$ cat src/rtl/mem_port_arbiter.sv
// mem_port_arbiter: request/grant/valid arbiter sharing one memory port between fetch and data,
// data first with a fetch anti-starvation override, one access in flight.
module mem_port_arbiter #(
  parameter int ADDR_W = 8,
  parameter int MEM_LAT = 1,
  parameter int IF_MAX_WAIT = 3
) (
  input  logic              clk,
  input  logic              rst,
  input  logic              if_req,
  input  logic [ADDR_W-1:0] if_addr,
  output logic              if_gnt,
  output logic              if_valid,
  output logic [31:0]       if_rdata,
  output logic              if_stall,
  input  logic              d_req,
  input  logic              d_we,
  input  logic [ADDR_W-1:0] d_addr,
  input  logic [31:0]       d_wdata,
  input  logic [1:0]        d_size,
  input  logic              d_signed,
  output logic              d_gnt,
  output logic              d_valid,
  output logic [31:0]       d_rdata,
  output logic              d_stall,
  output logic              mem_en,
  output logic              mem_we,
  output logic [ADDR_W-1:0] mem_addr,
  output logic [31:0]       mem_wdata,
  output logic [1:0]        mem_size,
  output logic              mem_signed,
  input  logic [31:0]       mem_rdata,
  output logic              busy
);
  typedef enum logic {IDLE, BUSY} state_t;
  typedef enum logic {OWN_IF, OWN_D} owner_t;
  localparam logic [2:0] LP_LAT = 3'(MEM_LAT);
  localparam logic [3:0] LP_MAXW = 4'(IF_MAX_WAIT);
  state_t     r_state;
  owner_t     r_owner;
  logic [2:0] r_cnt;
  logic [3:0] r_wait;
  logic       w_free, w_resp, w_if_win;
  // Grants are gated by rst so every output reads 0 while reset is held.
  always_comb begin
    w_resp     = ~rst & (r_state == BUSY) & (r_cnt == 3'd1);
    w_free     = ~rst & ((r_state == IDLE) | (r_cnt == 3'd1));
    w_if_win   = if_req & (~d_req | (r_wait >= LP_MAXW));
    if_gnt     = w_free & w_if_win;
    d_gnt      = w_free & d_req & ~w_if_win;
    if_stall   = ~rst & if_req & ~if_gnt;
    d_stall    = ~rst & d_req & ~d_gnt;
    if_valid   = w_resp & (r_owner == OWN_IF);
    d_valid    = w_resp & (r_owner == OWN_D);
    if_rdata   = if_valid ? mem_rdata : 32'h0;
    d_rdata    = d_valid ? mem_rdata : 32'h0;
    mem_en     = if_gnt | d_gnt;
    mem_we     = d_gnt & d_we;
    mem_addr   = d_gnt ? d_addr : if_gnt ? if_addr : '0;
    mem_wdata  = d_gnt ? d_wdata : 32'h0;
    mem_size   = d_gnt ? d_size : if_gnt ? 2'b10 : 2'b00;
    mem_signed = d_gnt & d_signed;
    busy       = (r_state == BUSY);
  end
  always_ff @(posedge clk or posedge rst) begin
    if (rst) begin
      r_state <= IDLE;
      r_owner <= OWN_IF;
      r_cnt   <= 3'd0;
      r_wait  <= 4'd0;
    end else begin
      if (if_gnt | d_gnt) begin
        r_state <= BUSY;
        r_owner <= d_gnt ? OWN_D : OWN_IF;
        r_cnt   <= LP_LAT;
      end else if (r_state == BUSY) begin
        r_cnt   <= r_cnt - 3'd1;
        r_state <= (r_cnt == 3'd1) ? IDLE : BUSY;
      end
      r_wait <= (if_gnt | ~if_req) ? 4'd0 : (d_gnt & (r_wait != 4'hf)) ? r_wait + 4'd1 : r_wait;
    end
  end
endmodule

$ cat config.mk
export PLATFORM = sky130hd
export DESIGN_NAME = mem_port_arbiter
export DESIGN_NICKNAME = d
export VERILOG_FILES = /design/src/rtl/mem_port_arbiter.sv
export SDC_FILE = /design/constraint.sdc
export NUM_CORES = 1
export LEC_CHECK = 0
export ABC_AREA = 1
export BUFFER_PORTS_ARGS = -buffer_cell sky130_fd_sc_hd__clkbuf_2
export CAP_MARGIN = 15
export CORE_AREA = 2 2 79 81
export DETAILED_ROUTE_END_ITERATION = 16
export DIE_AREA = 0 0 81 83
export PLACE_DENSITY = 0.68
export SYNTH_ARGS = -nofsm -noshare
export SYNTH_HDL_FRONTEND = slang
export SYNTH_SLANG_ARGS = --single-unit
$ cat constraint.sdc
create_clock -name clk -period 1.66 [get_ports clk]
set_input_delay 0.332 -clock clk [delete_from_list [all_inputs] [get_ports clk]]
set_output_delay 0.332 -clock clk [all_outputs]
set_load 0.005 [all_outputs]
Word level (Yosys, flattened, before mapping). Index checks and enable logic that the tools add are counted.

Add/sub/neg operators: 2. Order comparisons: 1. Equal/unequal tests: 2. Multiplexer cells: 15. Bitwise gates (word level): 28. Reduce and logical (&&, ||, !) cells: 2.

Operators with widths (number): $mux W32 (3); $and A1 B1 Y1 (16); $mux W8 (2); $mux W4 (2); $not A1 Y1 (8); $mux W3 (2); $add A4 B1 Y4 const B (1); $ge A4 B2 Y1 const B (1); $mux W1 (4); $mux W2 (2); $ne A4 B4 Y1 const B (1); $or A1 B1 Y1 (4); $reduce_bool A2 Y1 (2); $eq A3 B1 Y1 const B (1); $sub A3 B1 Y3 const B (1).

Flip-flop bits (word level): 9. Output and inout bits: 116. Word-level logic and storage cells: 54.

Depth between registers and ports, before layout. Gate-level depths: netlist (run 1).

Depth in word-level cells: 8. Gate-level depth with buffers: 9.

Least setup slack after synthesis (run 1). OpenSTA, ideal clock, no wires.

Kind: register to output. From: reg r_wait[0]. To: out mem_size[0]. Arrival time: 1245 ps. Path slack: 83 ps. Cell stages (with the launch flop): 9. Buffers on the path: 2. Cells stage by stage: dfrtp_1 > ha_1 > nor2_1 > nand2_1 > nand2_2 > nand2_2 > buf_6 > buf_12 > nor2_4.

Cells in the longest elaborated chain, start to end: 6.

Ends and longest elaborated chain: start: declaration (RTL line 42) `logic [3:0] r_wait;`; start signal: assignment (RTL line 80) `r_wait <= (if_gnt | ~if_req) ? 4'd0 : (d_gnt & (r_wait != 4'hf)) ? r_wait + 4'd1 : r_wait;`; $ge A4 B2 Y1 (RTL line 48) `w_if_win = if_req & (~d_req | (r_wait >= LP_MAXW));`; $or A1 B1 Y1 (RTL line 48); $and A1 B1 Y1 (RTL line 48); $not A1 Y1 (RTL line 50) `d_gnt = w_free & d_req & ~w_if_win;`; $and A1 B1 Y1 (RTL line 50); $mux W2 (RTL line 61) `mem_size = d_gnt ? d_size : if_gnt ? 2'b10 : 2'b00;`; end: declaration (RTL line 30) `output logic [1:0] mem_size,`.

No other way between the ends.

Final worst setup path (run 1).
From: reg r_wait[1]. To: out mem_addr[3].

Cells in the longest elaborated chain, start to end: 6. Elaborated cells on any way between the ends: 8. Those cells by class: 1 x order compare; 2 x mux; 5 x bitwise.

Ends and longest elaborated chain: $ge A4 B2 Y1 (*) (RTL line 48); $or A1 B1 Y1 (*) (RTL line 48); $and A1 B1 Y1 (*) (RTL line 48); $and A1 B1 Y1 or $not A1 Y1 (tied branches) (RTL line 49, 50); $mux W8 or $and A1 B1 Y1 (tied branches) (RTL line 59, 50); $mux W8 (*) (RTL line 59) `mem_addr = d_gnt ? d_addr : if_gnt ? if_addr : '0;`; end: declaration (RTL line 28) `output logic [ADDR_W-1:0] mem_addr,`.

Every way passes the cells marked *; elsewhere a longest branch is shown, timed or not.

==> run summary, run 1 <==
The number of global-route vias before repair was 2147. The tools report the element type at the critical path start as a flop. The detail route stage leaves a number of antenna-violating nets equal to 0. The post-route netlist has 71.0% of its cells at a drive strength greater than 1.

The worst register-to-register path begins at r_wait[1]$_DFFE_PP0P_. The logs give 9 for the clock sink count and 0 for the hold violation count in the final report. Of all cell types, the one taking the most synthesized area is sky130_fd_sc_hd__nor2_1.

Fill cells in the final layout number 561. The path type of the worst setup path was reg2out. The tools report the effective utilization at floorplan as 25.2%.

Ranked by total cell area, the synthesized netlist is headed by sky130_fd_sc_hd__nor2_1 (26%), sky130_fd_sc_hd__inv_1 (21%), sky130_fd_sc_hd__dfrtp_1 (15%). In the routed design, unresolved DRC markers number 0. The first global-routing pass estimated 9320 um of wire. The count of hold-fix buffers inserted at cts was 0.

The worst hold path class is in2async. At the end of routability-driven placement, the weighted congestion stood at 0.919. The area growth from synthesis to layout is 125%. Global routing used 17.5% of the available met1 tracks. For this run, the number of standard cells in the final layout without fillers is 578. After the last flow step, the layout net total stands at 595. For this design the static power due to leakage is 2.16 nW.

Clock root buffer: sky130_fd_sc_hd__clkbuf_8. Hold timing on the final database bottoms out at a slack of 0.124 ns. Yosys mapped the design onto 20 distinct sky130hd cell types. In the final routed layout, each cell accounts on average for 11.1 um. Along the worst path, the maximum fanout reaches 5.

On the critical path, the stage with the largest delay is an instance of sky130_fd_sc_hd__dfrtp_1. The tools report the nature of the critical path endpoint as a primary output. Measured along the x axis, the die boundary spans 81 um. The tools report the number of iterations in the first detailed-routing pass as 4. The critical path's largest stage delay works out to 0.38 ns. The final critical-path setup slack is -0.301 ns, and the met3 demand-to-capacity share in global routing is 2.17%.

Input and output buffers added on the ports amount to 203. The headroom to the max-slew limit was 83.9%; the register bit total from synthesis was 9. For the pin with the worst max-slew slack, the measured transition is 0.240 ns.

Broken down by cell family, the worst path's largest delay share belongs to simple AND/OR/NAND/NOR gates. Adding up every negative setup slack in the final design gives -30.03 ns. The most common library cell in the layout ignoring fill and taps was sky130_fd_sc_hd__clkbuf_2. Floorplan die area: 6720 um2. The mean cell area of the mapped netlist works out to 5.34 um2. The run gives 0 as the overflow left after global routing. The tools report the final clock skew as 0.00365 ns. After floorplanning, the core was divided into 28 placement rows. Setup repair after global routing could not meet its margin everywhere. Measured in cells, the most critical reg-to-reg path has a length of 11. The flow ran to the end, but the final reports show violations.

For the count of placed standard cells including taps, the log shows 559. The library cells used most frequently in the layout, excluding fill and tap cells, are sky130_fd_sc_hd__clkbuf_2 (132), sky130_fd_sc_hd__inv_1 (78), sky130_fd_sc_hd__nor2_2 (69). The tools report the maximum vdd ir drop as 531 uV. At the later pin of the worst-skew pair, clock insertion delay measures 0.24 ns. In this run the register-to-register setup slack is 0.08 ns. Global routing used 16.7% of the available tracks across all layers.

Clock-pin slew was measured on the worst setup and hold paths at 0.04 ns. The number of placed I/O pins is 204. Summed over all layers, the routed wires come to 6410 um. For this block, the via count after detailed routing is 2338. TritonCTS built the clock tree. Data on the critical path is required at its endpoint by 1.33 ns. The most utilized layer in the global route result was met2.

The most frequently used flop master after synthesis is sky130_fd_sc_hd__dfrtp_1. The number of antenna diodes in the final layout is 0. Static timing analysis puts the maximum clock frequency at 0.510 GHz. The synthesized netlist cell count is 274, and the total nets after synthesis is 365. Of the synthesized area, sequential elements account for 15.4%. For met2 alone, demand over resource in global routing was 33.4%. In this design, the critical path's most frequently occurring cell is sky130_fd_sc_hd__nand2_2. Measured along the y axis, the die boundary spans 83 um.

The tools report the synthesized cell area as 1460 um2. The proportion of netlist area held by the largest area contributor is 26.2%, and the violation count after the first detailed-routing iteration is 32. Walking the worst path, the cells encountered are ha_2 > nor2_2 > nand2_2 > nand2_4 > nand2_8 > inv_6 > clkbuf_16 > nand2_2 > nand2_1 > clkbuf_2.

The largest net degree at the start of global routing is 19, and the final critical path time including I/O delays and setup is 1.96 ns. In this run the deepest clock path goes through 2 buffers. The count of maximum capacitance violations came out at 0. After synthesis, the share of flip-flops with an asynchronous set or reset is 100%.

The checks that failed: setup timing. For the number of synthesis warnings, the log shows 0. Detailed placement finished with a half-perimeter wire length of 4420 um. The final critical path takes up 118% of the cycle. The number of buffers and inverters on the critical path is 3.

The endpoint identified for the worst register-to-register timing path is r_wait[3]$_DFFE_PP0P_. The post-placement setup slack is -0.128 ns. In the routed layout, each cell is associated on average with a via count of 4.04. In this run the power density over the cells is 669 nW/um2. The logs give 3 for the total CTS buffers and 5820 um2 for the placeable core region.

The run gives 1.63 ns as the data arrival time of the critical path. The tools report the final number of max-transition violations as 0. The deepest level of the CTS H-tree came out at 1.

In this run, synthesis inferred 0 flip-flops with an integrated enable. The number of setup violations in the final report was 115. The run gives 0 as the initial antenna violation count.
-- cell usage after synthesis, types with 2 or more instances --
master	count
sky130_fd_sc_hd__dfrtp_1	9
sky130_fd_sc_hd__nand4_1	2
sky130_fd_sc_hd__buf_6	8
sky130_fd_sc_hd__inv_2	3
sky130_fd_sc_hd__nand2_1	36
sky130_fd_sc_hd__nor2_1	102
sky130_fd_sc_hd__ha_1	3
sky130_fd_sc_hd__buf_4	2
sky130_fd_sc_hd__nand2_2	4
sky130_fd_sc_hd__inv_1	81
sky130_fd_sc_hd__nor2_2	2
sky130_fd_sc_hd__buf_2	2
sky130_fd_sc_hd__nor2_4	10
sky130_fd_sc_hd__nand3_1	4
-- sequential cells by signal, summed over array words and instances (netlist names) --
name,flops
busy,1
r_owner,1
r_wait,4
r_cnt,3
-- how the worst max path moves through the flow --
| stage | start | end | slack, ns | depth (start not counted) |
|---|---|---|---|---|
| after global routing | r_wait[1]$_DFFE_PP0P_ | mem_addr[6] | -0.39 | 10 |
| after floorplan | r_wait[0]$_DFFE_PP0P_ | mem_size[0] | 0.08 | 8 |
| final | r_wait[1]$_DFFE_PP0P_ | mem_addr[3] | -0.30 | 10 |
| after CTS | r_wait[0]$_DFFE_PP0P_ | mem_addr[2] | -0.30 | 10 |
| after detailed placement | r_cnt[1]$_DFFE_PP0P_ | mem_addr[2] | -0.13 | 10 |
| after global placement | r_cnt[1]$_DFFE_PP0P_ | d_rdata[13] | -0.11 | 7 |
-- cell type report --
| cell class | instances | area [um2] | area share (%) |
|---|---|---|---|
| clock buffers | 4 | 45.0 | 1.37 |
| inverters | 84 | 349 | 10.6 |
| multi-input cells | 168 | 1110 | 33.9 |
| flip-flops and latches | 9 | 225 | 6.85 |
| well taps | 75 | 93.8 | 2.85 |
| repair buffers | 234 | 1410 | 43.0 |
| repair inverters | 4 | 47.5 | 1.45 |
-- kinds of logic after synthesis --
family | after synthesis | share of synthesized area [%]
buffers and inverters | 97 | 30.8
adder cells (fa/ha/maj) | 3 | 2.57
XOR/XNOR | 2 | 1.20
multiplexers | 1 | 0.684
AND/OR/NAND/NOR | 160 | 47.9
AO/OA/AOI/OAI | 2 | 1.45
flip-flops | 9 | 15.4
-- metrics by stage --
step | power, mW | cell area (um2) | utilization (%)
2_1_floorplan | 1.02 | 1460 | -
3_3_place_gp | 1.50 | 2610 | 44.9
3_5_place_dp | 1.51 | 2610 | 44.9
4_1_cts | 2.06 | 2990 | 51.4
5_1_grt | 2.38 | 3290 | 56.5
6_report | 2.20 | 3290 | 56.5
-- per-layer routing --
layer | vias to the layer above | part of all wire [%]
met5 | - | 0
met4 | 0 | 0.87
met3 | 7 | 6.8
met2 | 100 | 57
met1 | 1034 | 36
li1 | 1197 | -
-- worst reg2reg max path, stage by stage, from the launching register on --
cell	delay, ns
sky130_fd_sc_hd__dfrtp_1	0.38
sky130_fd_sc_hd__ha_2	0.20
sky130_fd_sc_hd__nor2_2	0.11
sky130_fd_sc_hd__nand2_2	0.07
sky130_fd_sc_hd__nand2_4	0.11
sky130_fd_sc_hd__nor2_4	0.07
sky130_fd_sc_hd__buf_6	0.12
sky130_fd_sc_hd__nor2_4	0.09
sky130_fd_sc_hd__buf_4	0.11
sky130_fd_sc_hd__buf_4	0.10
sky130_fd_sc_hd__nand2_2	0.05
sky130_fd_sc_hd__nor2_2	0.10
-- power breakdown --
part	total, mW	leakage [nW]	switching (mW)	internal [mW]
sequential	0.354	0.115	0.0657	0.289
combinational	1.59	2.02	0.817	0.773
clock	0.256	0.0228	0.0887	0.167
-- what timing repair did --
action                                  in CTS  in global routing
gates cloned                                 5                  2
buffers inserted                             7                  3
endpoints found under the setup margin     115                117
resized for setup                           74                143
pin swaps                                    7                 10
No activity file was read; power rests on OpenSTA's default activity.
==> run 2: changes to the inputs <==
- CORE_AREA: 2 2 79 81 -> not set
- CORE_ASPECT_RATIO: not set -> 1.75
- CORE_MARGIN: not set -> 5
- CORE_UTILIZATION: not set -> 26
- DIE_AREA: 0 0 81 83 -> not set
- GPL_TIMING_DRIVEN: not set -> 0
- PLACE_DENSITY: 0.68 -> 0.7
==> run 2 against run 1 <==
  * Non-clock buffer count grew 15
  * The flow still finishes with violations (setup timing)
  * Largest cell class unchanged
  * Die area grew 8.4%
  * Highest routed layer unchanged
  * Utilization grew 3.7 points
  * Largest power group unchanged
  * Critical path depth shrank 1
  * Critical endpoint is now mem_wdata[19]
  * Total power grew 4.5%
==> run summary, run 2 (synthesis results as in run 1) <==
The flow ran to the end, but the final reports show violations. The final reports fail on setup timing. The path type of the worst setup path is reg2out. For this run, the top clock speed supported by timing is 0.487 GHz. Compared with the post-synthesis result, the final layout area differs by 128%.

Power spread over the standard cell area amounts to 689 nW/um2. For the number of design rule violations left after detail routing, the log shows 0. The floorplan has 36 rows. The number of global-route vias before repair is 2331. The violation count after the first detailed-routing iteration was 68; the height of the die was 109 um. The cell occurring most often along the worst timing path was sky130_fd_sc_hd__nor2_1. Total CTS buffers: 3. The tools report the static power due to leakage as 2.19 nW.

The number of buffers and inverters on the critical path works out to 3. For the overall routing resource usage, the log shows 17.6%. The die outline width works out to 66.7 um. The tools report the number of placed I/O pins as 204. The initial antenna violation count is 0. For this block, the routed nets add up to 7190 um of wire.

The signal on the critical path passes through ha_2 > nor2_1 > nand2_1 > nand2_2 > nand2_4 > buf_6 > clkbuf_16 > nor2_1 > clkbuf_2. The total overflow left after global routing is 0. VDD sags by at most 571 uV. The run gives 606 as the number of nets at the end of the flow. For this design, the CTS-stage hold fixing added 0 buffers. For the floorplan die area, the log shows 7280 um2. For the deepest level of the CTS H-tree, the log shows 1.

The vias after detailed routing is 2434. For this run, the detailed router's first-pass iteration total came to 5. The initial utilization of the core area, before any placement, comes to 26.4%. Count of maximum capacitance violations: 0. The worst-margin pin slew was 0.266 ns. After routing the design area is 3340 um2. The number of buffer cells added on primary ports was 203. The largest individual stage delay along the critical path comes from the cell sky130_fd_sc_hd__dfrtp_1. STA classifies the critical path startpoint as a flop.

The worst flop-to-flop path startpoint was r_wait[1]$_DFFE_PP0P_. The number of flip-flops in the largest register works out to 4. The largest registers in the layout are r_wait: 4 flops, r_cnt: 3 flops. The clock transition at the registers of the reported paths was 0.05 ns; the register-to-register setup slack was 0.11 ns. The tightest min-delay check is of the in2async type. The worst pin sits at a relative slew slack of 82.2%.

The part of the cycle the worst path needs works out to 124%. Registers take 225 um2. The wire-length estimate of the detail-placed layout is 5520 um.

The total area inside the core boundary comes to 5540 um2. The library cells used most frequently in the layout, excluding fill and tap cells, are sky130_fd_sc_hd__clkbuf_2 (182), sky130_fd_sc_hd__inv_1 (78), sky130_fd_sc_hd__nor2_1 (50). The run gives 1.72 ns as the data arrival time of the critical path. The library cell used most frequently in the layout, excluding fill and tap cells, is sky130_fd_sc_hd__clkbuf_2. The worst setup path is captured at a primary output. The top register by number of flip-flops is r_wait.

The family with the most delay on the worst path was simple AND/OR/NAND/NOR gates. The largest fanout on the critical path was 5. The final critical path time including I/O delays and setup was 2.05 ns. Setup violations remaining at the end of the flow were counted as 115. For the area taken by multi-input logic gates, the log shows 1030 um2. The global-route wire length before repair was 10200 um; the detailed-route wire length per cell was 12.2 um.

At the worst endpoint, the required time is 1.33 ns. The critical path's largest stage delay came out at 0.38 ns. The logs give 9 for the clock sink count and 0.24 ns for the clock latency reported for the late side of the worst-skew pair. The standard cell area after detailed placement is 2570 um2.

The tools report the final-layout fill cell count as 525. Power comes to 2.30 mW. The largest net degree at the start of global routing is 13.

After detailed routing, the number of vias per cell comes to 4.13. The final critical-path setup slack was -0.392 ns. Placer's final routability congestion estimate: 0.772.

In this run the critical register-to-register path is captured at r_cnt[2]$_DFFE_PP0P_. The run gives 0 as the hold violation count in the final report. TritonCTS built the clock tree. The tree is rooted in a sky130_fd_sc_hd__clkbuf_8.

Once detail routing completed, the nets flagged for antenna violations numbered 0. The worst register-to-register path has a depth of 10. The final number of max-transition violations is 0, and the maximum clock insertion buffer count is 2. The tools report the final clock skew as 0.00608 ns. Setup repair after global routing could not meet its margin everywhere. Of the cells placed in the final design, the portion with a size suffix greater than 1 is 64.8%.

The repair_antennas step left the layout with diodes totalling 0.
[run 2: changes by cell type in the layout (fill, tap and decap cells not counted), moves of 2 or more]
cell	previous run	this run
sky130_fd_sc_hd__nand2_1	24	33
sky130_fd_sc_hd__buf_6	12	30
sky130_fd_sc_hd__nand2_2	13	4
sky130_fd_sc_hd__buf_2	65	12
sky130_fd_sc_hd__nor2_4	22	26
sky130_fd_sc_hd__inv_12	2	0
sky130_fd_sc_hd__nor2_2	69	38
sky130_fd_sc_hd__clkbuf_2	132	182
sky130_fd_sc_hd__buf_4	18	16
sky130_fd_sc_hd__nor2_1	23	50
sky130_fd_sc_hd__buf_8	0	3
sky130_fd_sc_hd__inv_8	2	0
[run 2: how the worst max path moves through the flow]
stage	start	endpoint	slack, ns	cells past startpoint
final	r_wait[1]$_DFFE_PP0P_	mem_wdata[19]	-0.39	9
after detailed placement	rst	if_rdata[29]	-0.21	8
after global routing	r_wait[1]$_DFFE_PP0P_	mem_wdata[16]	-0.45	9
after floorplan	r_wait[0]$_DFFE_PP0P_	mem_size[0]	0.08	8
after CTS	r_wait[1]$_DFFE_PP0P_	mem_wdata[1]	-0.34	9
after global placement	rst	if_rdata[29]	-0.20	8
[run 2: cell type report]
cell class                 instances  share of cell area, %
sequential                         9                   6.75
buffer                            13                   5.51
tap                               76                   2.85
inverter                          84                   9.68
clock buffer                       3                   1.24
clock inverter                     1                  0.150
multi-input combinational        168                   31.0
timing repair buffer             236                   42.8
[run 2: stage by stage]
step / hold WS [ns] / TNS (ns) / setup WS, ns / std cells / util [%]
3_5_place_dp: 0.268 / -13.01 / -0.209 / 553 / 46.5
3_3_place_gp: 0.264 / -11.38 / -0.205 / 553 / 46.5
5_1_grt: 0.0256 / -44.48 / -0.450 / 590 / 60.2
4_1_cts: 0.00958 / -33.73 / -0.336 / 582 / 55.6
6_report: 0.0156 / -34.90 / -0.392 / 590 / 60.2
2_1_floorplan: 0.128 / 0 / 0.0826 / 274 / -
[run 2: per-layer routing]
| layer | global-route usage, % | part of all wire (%) | up-vias |
|---|---|---|---|
| met2 | 34.2 | 55 | 135 |
| li1 | - | - | 1222 |
| met4 | 4.65 | 1.2 | 0 |
| met1 | 17.5 | 32 | 1068 |
| met3 | 5.05 | 12 | 9 |
| met5 | 0 | 0 | - |
[run 2: what timing repair did]
item                       4_1_cts  5_1_grt
gates cloned                     7        4
pin swaps                       13        8
setup endpoints to repair      115      115
gates resized for setup         88       59
buffers inserted                18        6
[run 2: report_power, final]
group | total (mW) | internal, mW | switching, mW | leakage, nW
clock | 0.259 | 0.164 | 0.0946 | 0.0255
sequential | 0.334 | 0.289 | 0.0457 | 0.115
combinational | 1.71 | 0.876 | 0.830 | 2.05
[run 2: worst register-to-register path: cells and delay by family (launching register included)]
kind                     cells  cell delay, ns
flip-flops                   1            0.38
AND/OR/NAND/NOR              6            0.49
buffers and inverters        3            0.37
adder cells (fa/ha/maj)      1            0.19
